$ cat src/rtl/power_accumulator.sv
// Windowed accumulator of v*i, v^2 and i^2 over WINDOW offset-corrected ADC sample pairs.
// Three-stage pipeline (offset removal, multiply, accumulate) accepting one sample per cycle.
module power_accumulator #(
    parameter int               WIDTH  = 16,
    parameter logic [WIDTH-1:0] OFFSET = 16'h8000,
    parameter int               WINDOW = 17857,
    parameter int               ACC_W  = 2*(WIDTH+1)+16
) (
    input  logic                    clk,
    input  logic                    rst,
    input  logic                    clr,
    input  logic                    sample_valid,
    input  logic [WIDTH-1:0]        v_in,
    input  logic [WIDTH-1:0]        i_in,
    output logic signed [ACC_W-1:0] p_acc,
    output logic [ACC_W-1:0]        v2_acc,
    output logic [ACC_W-1:0]        i2_acc,
    output logic                    result_valid,
    output logic [15:0]             win_cnt
);

    localparam int         PROD_W   = 2*(WIDTH+1);
    localparam logic [15:0] LAST_CNT = 16'(WINDOW-1);

    // Channel 0 = v*i (signed), 1 = v*v, 2 = i*i (both non-negative).
    localparam int NCH = 3;

    logic [15:0]             win_cnt_reg;
    logic                    s0_valid_reg, s0_last_reg;
    logic                    s1_valid_reg, s1_last_reg;
    logic                    result_valid_reg;
    logic signed [WIDTH:0]   v_c_reg, i_c_reg;
    logic signed [WIDTH:0]   v_c_next, i_c_next;
    logic                    is_last;

    logic signed [WIDTH:0]   op_a [NCH];
    logic signed [WIDTH:0]   op_b [NCH];
    logic [PROD_W-1:0]       prod_next [NCH];
    logic [PROD_W-1:0]       prod_reg  [NCH];
    logic [ACC_W-1:0]        prod_ext  [NCH];
    logic [ACC_W-1:0]        acc_sum   [NCH];
    logic [ACC_W-1:0]        acc_reg   [NCH];
    logic [ACC_W-1:0]        out_reg   [NCH];

    assign v_c_next = $signed({1'b0, v_in}) - $signed({1'b0, OFFSET});
    assign i_c_next = $signed({1'b0, i_in}) - $signed({1'b0, OFFSET});
    assign is_last  = (win_cnt_reg == LAST_CNT);

    assign op_a[0] = v_c_reg;
    assign op_b[0] = i_c_reg;
    assign op_a[1] = v_c_reg;
    assign op_b[1] = v_c_reg;
    assign op_a[2] = i_c_reg;
    assign op_b[2] = i_c_reg;

    generate
        for (genvar gi = 0; gi < NCH; gi++) begin : gen_ch
            logic [PROD_W-1:0] a_ext, b_ext;

            // Low PROD_W bits of the product of sign-extended operands equal the signed product.
            assign a_ext         = {{(PROD_W-WIDTH-1){op_a[gi][WIDTH]}}, op_a[gi]};
            assign b_ext         = {{(PROD_W-WIDTH-1){op_b[gi][WIDTH]}}, op_b[gi]};
            assign prod_next[gi] = a_ext * b_ext;

            if (gi == 0) begin : gen_signed
                assign prod_ext[gi] = {{(ACC_W-PROD_W){prod_reg[gi][PROD_W-1]}}, prod_reg[gi]};
            end else begin : gen_unsigned
                assign prod_ext[gi] = {{(ACC_W-PROD_W){1'b0}}, prod_reg[gi]};
            end

            assign acc_sum[gi] = acc_reg[gi] + prod_ext[gi];
        end
    endgenerate

    always_ff @(posedge clk or negedge rst) begin
        if (!rst) begin
            win_cnt_reg      <= '0;
            s0_valid_reg     <= 1'b0;
            s0_last_reg      <= 1'b0;
            s1_valid_reg     <= 1'b0;
            s1_last_reg      <= 1'b0;
            result_valid_reg <= 1'b0;
            v_c_reg          <= '0;
            i_c_reg          <= '0;
            for (int k = 0; k < NCH; k++) begin
                prod_reg[k] <= '0;
                acc_reg[k]  <= '0;
                out_reg[k]  <= '0;
            end
        end else begin
            result_valid_reg <= 1'b0;
            if (clr) begin
                // Abort the window in flight; published results stay untouched.
                win_cnt_reg  <= '0;
                s0_valid_reg <= 1'b0;
                s0_last_reg  <= 1'b0;
                s1_valid_reg <= 1'b0;
                s1_last_reg  <= 1'b0;
                for (int k = 0; k < NCH; k++) begin
                    acc_reg[k] <= '0;
                end
            end else begin
                s0_valid_reg <= sample_valid;
                s0_last_reg  <= sample_valid && is_last;
                if (sample_valid) begin
                    v_c_reg     <= v_c_next;
                    i_c_reg     <= i_c_next;
                    win_cnt_reg <= is_last ? 16'd0 : win_cnt_reg + 16'd1;
                end

                s1_valid_reg <= s0_valid_reg;
                s1_last_reg  <= s0_last_reg;
                if (s0_valid_reg) begin
                    for (int k = 0; k < NCH; k++) begin
                        prod_reg[k] <= prod_next[k];
                    end
                end

                // Only one sample reaches this stage per edge, so a window's last
                // sample and the next window's first never collide here.
                if (s1_valid_reg) begin
                    if (s1_last_reg) begin
                        result_valid_reg <= 1'b1;
                        for (int k = 0; k < NCH; k++) begin
                            out_reg[k] <= acc_sum[k];
                            acc_reg[k] <= '0;
                        end
                    end else begin
                        for (int k = 0; k < NCH; k++) begin
                            acc_reg[k] <= acc_sum[k];
                        end
                    end
                end
            end
        end
    end

    assign p_acc        = out_reg[0];
    assign v2_acc       = out_reg[1];
    assign i2_acc       = out_reg[2];
    assign result_valid = result_valid_reg;
    assign win_cnt      = win_cnt_reg;

endmodule

$ cat config.mk
export PLATFORM = sky130hd
export DESIGN_NAME = power_accumulator
export DESIGN_NICKNAME = d
export VERILOG_FILES = /design/src/rtl/power_accumulator.sv
export SDC_FILE = /design/constraint.sdc
export NUM_CORES = 2
export LEC_CHECK = 0
export CAP_MARGIN = 20
export CORE_AREA = 3 3 328 653
export DETAILED_ROUTE_END_ITERATION = 12
export DIE_AREA = 0 0 331 656
export GPL_ROUTABILITY_DRIVEN = 0
export MAX_ROUTING_LAYER = met4
export PLACE_DENSITY = 0.45
export SYNTH_ARGS = -nofsm -noshare
export SYNTH_HDL_FRONTEND = slang
export SYNTH_SLANG_ARGS = --single-unit
$ cat constraint.sdc
create_clock -name clk -period 9 [get_ports clk]
set_clock_uncertainty 0.05 [all_clocks]
set_input_delay 1.35 -clock clk [delete_from_list [all_inputs] [get_ports clk]]
set_output_delay 1.35 -clock clk [all_outputs]
set_load 0.02 [all_outputs]
==> results.sh <==
export IMPL_clk_latency_ns=0.65
export IMPL_postSynth_asyncResetShare=1.00
export IMPL_grt_pass1_wl_mm=236
export IMPL_grt_pass1_vias=41605
export IMPL_postCtsHoldBufs=0
export IMPL_synth_distinct_cells=89
export IMPL_core_area_mm2=0.210
export IMPL_seq_area_frac_synth=0.217
export IMPL_ys_flop_type="dfrtp_1"
export IMPL_antenna_found_initial=15
export IMPL_fin_crit_sh=0.831
export IMPL_fin_tns_setup_ns=0
export IMPL_syn_num_nets=6816
export IMPL_synth_area_per_cell_um2=9.33
export IMPL_synth_edf_count=0
export IMPL_slew_headroom=0.320
export IMPL_fin_crit_ns=7.47
export IMPL_port_buffers=202
export IMPL_cp_cell_sequence="buf_4 > nand2_1 > fa_1 > fa_1 > fa_1 > inv_1 > fa_1 > fa_1 > inv_1 > fa_1 > inv_1 > ha_1 > a21o_1 > a221o_1 > a21oi_1 > inv_1 > o21a_1 > a311oi_1 > o31a_1 > o21bai_1 > a21oi_1 > xor2_1 > o21ai_1"
export IMPL_grt_max_degree=125
export IMPL_fmax_mhz=134
export IMPL_htreeDepth=2
export IMPL_rsz0062_at_grt="no"
export IMPL_slowest_delay_ns=0.98
export IMPL_path_clk_slew_ns=0.06
export IMPL_pin_count=203
export IMPL_drt_vias_per_instance=4.44
export IMPL_die_h_um=656
export IMPL_drive_above_1_share=0.0406
export IMPL_post_cts_resized=0
export IMPL_cp_common_cell="fa_1"
export IMPL_firstDrtPassIters=5
export IMPL_cts_max_path_buffers=3
export IMPL_cp_max_fo=22
export IMPL_finalMaxSlewViolations=0
export IMPL_ys_warnings_count=0
export IMPL_syn_cell_area_mm2=0.0522
export IMPL_tightest_slew_ns=1.02
export IMPL_drt_iter0_markers=1554
export IMPL_wl_per_cell_um=17.7
export IMPL_ant_nets=0
export IMPL_synth_seq_cells=453
export IMPL_worst_ep_arrival_time_ns=7.90
export IMPL_cp_slowest_cell="dfrtp_1"
export IMPL_drc=0
export IMPL_die_w_um=331
export IMPL_wirelength_mm=150
export IMPL_synthToLayoutAreaGrowth_pct=12.9
export IMPL_cp_start_kind="register"
export IMPL_cts_sinks=453
export IMPL_finalHoldViolCount=0
export IMPL_post_cts_buffers=0
export IMPL_setup_violations_final=0
export IMPL_dp_hpwl_mm=122
export IMPL_postSynthCellCount=5599
export IMPL_die_area_mm2=0.217
export IMPL_largest_reg_flops=150
export IMPL_ctsRootBufferMaster="clkbuf_16"
export IMPL_grt_ovfl_total=0
export IMPL_vias=37666
export IMPL_path_class="register to register"
export IMPL_initial_core_util=0.249
export IMPL_hp_class="register to register"
export IMPL_fin_nets=6888
export IMPL_drv_cap=0
export IMPL_cts_made_buffers=48
export IMPL_worst_endpoint_required_ns=9.42
export IMPL_rows=238
export IMPL_status="completed"
export IMPL_end_kind="register"
export IMPL_track_usage=0.143
export IMPL_cts_tree="built"
-- cells in the final DEF, fill, tap and decap left out, types with 33 or more instances in the layout --
master,instances
nand2_1,876
clkbuf_16,49
a22o_1,85
a21oi_1,180
buf_4,58
a31oi_1,33
o21ai_0,275
nor2b_1,35
nand2b_1,37
nand3_1,55
xor2_1,109
fa_1,798
and3_1,33
a21o_1,142
dfrtp_1,452
ha_1,383
clkdlybuf4s50_1,201
nor2_1,157
xnor2_1,151
o21bai_1,33
o21ai_1,46
inv_1,970
and2_1,237
-- worst paths after layout --
kind | slack (ns) | cells past startpoint | endpoint | startpoint
worst max-delay path | 1.53 | 23 | prod_ext[130] | i_c_reg[2]
worst min-delay path | 0.42 | 2 | i2_acc[14] | i2_acc[14]
worst max register to register | 1.53 | 23 | prod_ext[130] | i_c_reg[2]
worst min register to register | 0.42 | 2 | i2_acc[14] | i2_acc[14]
max in group asynchronous | 6.65 | 2 | i_c_reg[5] | rst
min in group asynchronous | 0.70 | 1 | v2_acc[13] | rst
-- kinds of logic after synthesis --
kind of cell             count (synthesis)  share of synthesized area
AND/OR/NAND/NOR                       1527                      0.133
buffers and inverters                 1214                     0.0874
adder cells (fa/ha/maj)               1181                      0.397
AO/OA/AOI/OAI                          940                      0.116
flip-flops                             453                      0.217
XOR/XNOR                               260                     0.0436
multiplexers                            24                    0.00505
-- cell type report --
type,instances,area (um2)
antenna,9,22.5
clock buffer,60,1350
clock inverter,28,300
fill,22537,151000
inverter,974,3660
multi-input combinational,3932,36400
sequential,453,11300
tap,2760,3450
timing repair buffer,262,2500
-- metal layers --
metal / wire length (um) / track usage / vias to the layer above
li1: - / - / 17749
met1: 55600 / 0.149 / 19052
met2: 83400 / 0.273 / 605
met3: 4250 / 0.0137 / 260
met4: 6660 / 0.0575 / 0
met5: 0 / - / -
-- Yosys cell counts, drive strengths merged, types with 18 or more instances --
| cell type | number | area (um2) |
|---|---|---|
| and2 | 237 | 1480 |
| mux2 | 19 | 214 |
| nor2 | 160 | 606 |
| o21a | 21 | 158 |
| o21bai | 35 | 270 |
| xnor2 | 151 | 1320 |
| nor3 | 18 | 111 |
| dfrtp | 453 | 11300 |
| ha | 383 | 4790 |
| buf | 20 | 86.3 |
| and3 | 33 | 206 |
| fa | 798 | 16000 |
| clkbuf | 220 | 826 |
| xor2 | 109 | 955 |
| a21oi | 185 | 952 |
| o21ai | 324 | 1630 |
| a21o | 142 | 1070 |
| nand2 | 876 | 3290 |
| nand4 | 18 | 113 |
| nand2b | 38 | 238 |
| a31oi | 34 | 228 |
| nor2b | 36 | 225 |
| inv | 970 | 3640 |
| a22o | 85 | 744 |
| o31ai | 23 | 183 |
| nand3 | 57 | 295 |
-- critical path, delay by kind of cell (launching register included) --
kind | cells | cell delay, ns
simple gates | 1 | 0.11
compound gates | 9 | 2.06
flops | 1 | 0.98
xor+xnor | 1 | 0.17
fa+ha+maj | 7 | 3.34
buf+inv | 5 | 0.59
-- metrics by stage --
stage / instance area [um2] / util / setup WS (ns) / hold slack (ns) / cells
after floorplan: 52200 / - / 2.36 / 0.389 / 5599
after global placement: 57300 / 0.273 / 1.55 / 0.409 / 8381
after detailed placement: 57300 / 0.273 / 1.49 / 0.415 / 8381
after CTS: 59000 / 0.281 / 1.47 / 0.429 / 8469
after global routing: 59000 / 0.281 / 0.951 / 0.442 / 8478
final: 59000 / 0.281 / 1.53 / 0.425 / 8478
Power is left out: the tool's default activity adds up to more than one toggle a clock period on the data nets, which glitch-free logic cannot reach.
